File: config.mk
export PLATFORM = sky130hd
export DESIGN_NAME = sll_64b_iter
export DESIGN_NICKNAME = d
export VERILOG_FILES = /design/src/rtl/sll_64b_iter.sv
export SDC_FILE = /design/constraint.sdc
export NUM_CORES = 1
export LEC_CHECK = 0
export ABC_CLOCK_PERIOD_IN_PS = 3300
export CAP_MARGIN = 20
export CELL_PAD_IN_SITES_DETAIL_PLACEMENT = 1
export CELL_PAD_IN_SITES_GLOBAL_PLACEMENT = 2
export CORE_ASPECT_RATIO = 2
export CORE_MARGIN = 1.5
export CORE_UTILIZATION = 29
export DETAILED_ROUTE_END_ITERATION = 8
export GPL_ROUTABILITY_DRIVEN = 0
export GPL_TIMING_DRIVEN = 0
export PLACE_DENSITY_LB_ADDON = 0.08
export SLEW_MARGIN = 20
export SYNTH_ARGS = -nofsm -noshare
export SYNTH_HDL_FRONTEND = slang
export SYNTH_SLANG_ARGS = --single-unit
File: constraint.sdc
create_clock -name clk_i -period 3.3 [get_ports clk_i]
set_clock_uncertainty 0.2 [all_clocks]
set_input_delay 0.33 -clock clk_i [delete_from_list [all_inputs] [get_ports clk_i]]
set_output_delay 0.33 -clock clk_i [all_outputs]
set_load 0.02 [all_outputs]
File: src/rtl/sll_64b_iter.sv
// Iterative 64-bit left shifter resolving STEP barrel stages per clock; result after 6/STEP cycles, init ignored while busy.
// Build option SLL_ROTATE_EN adds rot_i to select rotate-left instead of zero-fill.
module sll_64b_iter #(
    parameter int STEP = 1
) (
    input  logic        clk_i,
    input  logic        rst_i,
    input  logic        init_i,
`ifdef SLL_ROTATE_EN
    input  logic        rot_i,
`endif
    input  logic [5:0]  shift_i,
    input  logic [63:0] data_i,
    output logic        busy_o,
    output logic        done_o,
    output logic [63:0] data_o
);

    if (!(STEP == 1 || STEP == 2 || STEP == 3 || STEP == 6)) begin : g_bad_step
        $error("sll_64b_iter: STEP must be 1, 2, 3 or 6");
    end

    localparam logic [2:0] STEP_W   = 3'(STEP);
    localparam logic [2:0] LAST_CNT = 3'(6 - STEP);

    typedef enum logic {IDLE, BUSY} state_t;

    state_t      state_q, state_d;
    logic [63:0] work_q, work_d;
    logic [5:0]  sh_q, sh_d;
    logic [2:0]  cnt_q, cnt_d;
    logic        busy_q, busy_d;
    logic        done_q, done_d;
    logic [63:0] data_q, data_d;
    logic        rot_en;

    logic [63:0] work_nxt;
    logic [2:0]  idx;
    logic [6:0]  amt;

`ifdef SLL_ROTATE_EN
    logic rot_q, rot_d;
    assign rot_en = rot_q;
`else
    assign rot_en = 1'b0;
`endif

    // Stages cnt..cnt+STEP-1; stage k moves the word by 2^k when sh[k] is set.
    always_comb begin
        work_nxt = work_q;
        idx      = cnt_q;
        amt      = 7'd1;
        for (int k = 0; k < STEP; k++) begin
            idx = cnt_q + 3'(k);
            amt = 7'd1 << idx;
            if (sh_q[idx]) begin
                if (rot_en) begin
                    work_nxt = (work_nxt << amt) | (work_nxt >> (7'd64 - amt));
                end else begin
                    work_nxt = work_nxt << amt;
                end
            end
        end
    end

    always_comb begin
        state_d = state_q;
        work_d  = work_q;
        sh_d    = sh_q;
        cnt_d   = cnt_q;
        busy_d  = busy_q;
        done_d  = 1'b0;
        data_d  = data_q;
`ifdef SLL_ROTATE_EN
        rot_d   = rot_q;
`endif
        case (state_q)
            IDLE: begin
                if (init_i) begin
                    work_d  = data_i;
                    sh_d    = shift_i;
                    cnt_d   = 3'd0;
                    busy_d  = 1'b1;
                    state_d = BUSY;
`ifdef SLL_ROTATE_EN
                    rot_d   = rot_i;
`endif
                end
            end
            BUSY: begin
                work_d = work_nxt;
                if (cnt_q == LAST_CNT) begin
                    cnt_d   = 3'd0;
                    data_d  = work_nxt;
                    done_d  = 1'b1;
                    busy_d  = 1'b0;
                    state_d = IDLE;
                end else begin
                    cnt_d = cnt_q + STEP_W;
                end
            end
            default: state_d = IDLE;
        endcase
    end

    always_ff @(posedge clk_i) begin
        if (rst_i) begin
            state_q <= IDLE;
            work_q  <= '0;
            sh_q    <= '0;
            cnt_q   <= '0;
            busy_q  <= 1'b0;
            done_q  <= 1'b0;
            data_q  <= '0;
`ifdef SLL_ROTATE_EN
            rot_q   <= 1'b0;
`endif
        end else begin
            state_q <= state_d;
            work_q  <= work_d;
            sh_q    <= sh_d;
            cnt_q   <= cnt_d;
            busy_q  <= busy_d;
            done_q  <= done_d;
            data_q  <= data_d;
`ifdef SLL_ROTATE_EN
            rot_q   <= rot_d;
`endif
        end
    end

    assign busy_o = busy_q;
    assign done_o = done_q;
    assign data_o = data_q;

endmodule

==> metrics.md <==
| Metric | Value |
|---|---|
| VDD IR max | `0.407 mV` |
| Multiplexer share of the synthesized area | `a little under a tenth` |
| Final WL | `69400 microns` |
| Fin crit period | `3370 ps` |
| Final setup fails | `8` |
| Hold Vio Cnt, Final | `0` |
| Combinational Power Share | `between 20% and 30%` |
| Width of the die | `133 microns` |
| Synth top area share | `between 20% and 30%` |
| Routed met1 length | `23500 microns` |
| Placed cell area | `approximately 12000 sq um` |
| Max_cap viols | `0` |
| PnR Total Power | `about 0.0056 W` |
| Sequential share of the synthesized area | `between 20% and 30%` |
| R2R Setup Slk | `-70 ps` |
| Drt pass-1 iters | `6` |
| Num CTS Buffers | `17` |
| Async SR Flop Fraction | `0%` |
| Clk buf depth | `2` |
| Mapped Cells | `roughly 1300` |
| Routed wire per std cell | `approximately 37 microns` |
| Pleak | `~4.4 nW` |
| Crit path from | `cnt_q[2]` |
| Psw | `0.00207 W` |
| RSZ-0062 raised after global routing | `true` |
| Drt via density | `6.58` |
| Share of total power in sequential cells | `35.4%` |
| R2R cell count | `11` |
| # DRC | `0` |
| Pin count of the biggest net entering global routing | `17` |
| Number of synthesized register bits | `140` |
| Slew @ Worst Pin | `1050 ps` |
| Multi-input gate area | `roughly 7000 sq um` |
| Root Buffer | `clkbuf_16` |
| Fmax | `~0.30 GHz` |
| Main combinational cell family by area after synthesis | `compound AO/OA/AOI/OAI gates` |
| Clock Pin Slew Worst Setup and Hold Paths | `~70 ps` |
| Post-route cell area | `roughly 13000 sq um` |
| CP Launch Type | `flip-flop` |
| Primary FF master, synth | `dfxtp_1` |
| Syn_area_per_cell | `slightly below 8 sq um` |
| Initial Util | `about 29%` |
| Post-Synth XOR/XNOR Area | `0%` |
| Fillers | `approximately 4000` |
| Final #Nets | `~1500` |
| Synthesized Nets | `1346` |
| Met3 WL | `around 5200 microns` |
| Simple-gate area share of the yosys netlist | `between 10% and 20%` |
| CTS tree | `done` |
| Crit Path Category | `flip-flop to flip-flop` |
| Hold_sp | `shift_i[4]` |
| Total track usage | `between 30% and 40%` |
| Area grow syn2layout | `34.8%` |
| Largest area contributor in the netlist | `dfxtp_1` |
| Hold-fix buffers at CTS | `0` |
| Layout cells sized above 1 | `about 16%` |
| Final WS setup | `-67.1 ps` |
| Max_slew headroom | `around 30%` |
| Hold Crit Class | `primary input to flip-flop` |
| First-pass GRT wire length | `slightly below 100000 microns` |
| Setup crit end | `work_q[2]` |
| Uppermost layer routed | `met4` |
| Failing checks | `setup timing` |
| Worst EP arrival | `roughly 3500 ps` |
| Ports | `between 100 and 150` |
| CORE AREA | `approximately 33000 sq um` |
| Top-count cell post-synth | `dfxtp_1` |
| Clock sinks | `between 100 and 150` |
| # rows | `95` |
| Setup WS pre-CTS | `-2160 ps` |
| YS warnings | `0` |
| Initial antenna violation count | `1` |
| Synth cell count leaders | `dfxtp_1 (140), nand2_1 (130), nor2_1 (112)` |
| Via count | `approximately 12000` |
| Met2 WL | `32800 microns` |
| Vias in the first global route | `around 13000` |
| Die Ht | `263 microns` |
| Final ANT Viol Nets | `0` |
| CP Max Fanout | `10` |
| Area contributors post-synth | `dfxtp_1 (29%), a211oi_1 (6.9%), mux2i_1 (6.9%)` |
| DRT iter0 DRCs | `roughly 1300` |
| Int Pwr | `about 0.0035 W` |
| Reg-to-reg critical path startpoint | `cnt_q[2]` |
| Synth Area in Compound Gates | `roughly a third` |
| CTS H-Tree Depth | `4` |
| Power per Cell Area | `around 420 nW/um^2` |
| Clock power frac | `about two fifths` |
| Post-synthesis cell type count | `75` |
| Sequential cell area | `about 2800 sq um` |
| Fin. max-slew vios | `0` |
| Adder-cell share of the synthesized area | `less than 1%` |
| EDFF count, synth | `0` |
| I/O Buffers | `136` |
| Worst setup EP type | `flip-flop` |
| RR Endpoint | `work_q[2]` |
| Post-DP HPWL | `around 53000 microns` |
| Die ar. | `34900 sq um` |
| Mapped cell area | `about 9800 sq um` |
| Sw Share | `~37%` |
| Critical path data required time | `about 3500 ps` |
| GRT overflow | `0` |
| Clock Latency Late Sink | `approximately 460 ps` |
| Final period utilization | `102%` |
| Status | `finished, violations left` |
registers in the layout, indices dropped and copies added, names as in the netlist:
| signal | count |
|---|---|
| work_q | 64 |
| done_o | 1 |
| sh_q | 6 |
| state_q | 1 |
| busy_o | 1 |
| cnt_q | 3 |
| data_o | 64 |
routing by layer:
layer	up-vias	GRT usage [%]
li1	5190	-
met2	838	66.2
met5	-	0
met4	0	35.7
met3	353	8.95
met1	6064	41.6
placed cells by master, fill, tap and decap left out, types with 14 or more instances in the layout:
master	n
a221oi_1	15
o21ai_0	50
inv_1	14
a21oi_1	99
o22ai_1	18
clkdlybuf4s50_1	136
clkbuf_2	16
mux2i_1	59
a22oi_1	30
clkbuf_16	17
o211ai_1	14
mux2_2	17
a211oi_1	87
nor3_1	19
a311oi_1	22
nand3_1	26
nand2_1	126
dfxtp_1	140
clkbuf_1	61
buf_4	25
buf_2	24
nor2b_1	34
nor2_1	108
critical path: stages, from the launching register on:
cell and delay, ps:
dfxtp_1 410, buf_4 230, clkbuf_4 280, inv_1 80, clkbuf_4 240, ha_4 250, clkinvlp_4 150, buf_4 130
clkbuf_8 220, and3_1 580, a22oi_1 200, a211oi_1 280
metrics by stage:
stage | instances | hold slack (ps) | utilization [%] | TNS [ps]
2_1_floorplan | 1272 | 233 | - | 0
3_3_place_gp | 1844 | 243 | 35.0 | -203990
3_5_place_dp | 1847 | 249 | 35.0 | -189190
4_1_cts | 1883 | 217 | 38.8 | 0
5_1_grt | 1890 | 240 | 39.4 | -354
6_report | 1891 | 217 | 39.5 | -318
power groups by stage:
stage / sequential [W] / combinational [W] / clock (W)
after floorplan: 0.00188 / 0.000690 / 0
after global placement: 0.00199 / 0.00123 / 0
after detailed placement: 0.00199 / 0.00124 / 0
after CTS: 0.00195 / 0.00134 / 0.00216
after global routing: 0.00197 / 0.00148 / 0.00222
final: 0.00197 / 0.00144 / 0.00215
worst min-delay path by stage:
stage / slack [ps] / to / depth (start not counted)
floorplan: 230 / sh_q[2] / 2
global placement: 240 / data_o[21] / 2
detailed placement: 250 / data_o[22] / 2
CTS: 220 / sh_q[5] / 3
global route: 240 / sh_q[4] / 3
finish: 220 / sh_q[4] / 3
cells by family after synthesis:
| group | count (synthesis) |
|---|---|
| buffers and inverters | 156 |
| DFF | 140 |
| muxes | 87 |
| adders and majority gates | 1 |
| AOI/OAI and AO/OA | 487 |
| and+or+nand+nor | 401 |
final cells by class:
| class | instances | area share, % |
|---|---|---|
| multi-input cells | 976 | 52.2 |
| clock buffers | 19 | 3.36 |
| inverters | 15 | 0.456 |
| diodes | 2 | 0.0380 |
| plain buffers | 138 | 5.77 |
| well taps | 436 | 4.14 |
| repair buffers | 152 | 11.4 |
| clock inverters | 13 | 1.36 |
| flip-flops and latches | 140 | 21.3 |
timing repair:
action                                  4_1_cts  5_1_grt
endpoints found under the setup margin      119       85
cloned                                        0        0
pin swaps                                     8        5
gates resized for setup                     146       54
setup buffers                                 6        7
Note: power is estimated with default switching activity, not from simulation.
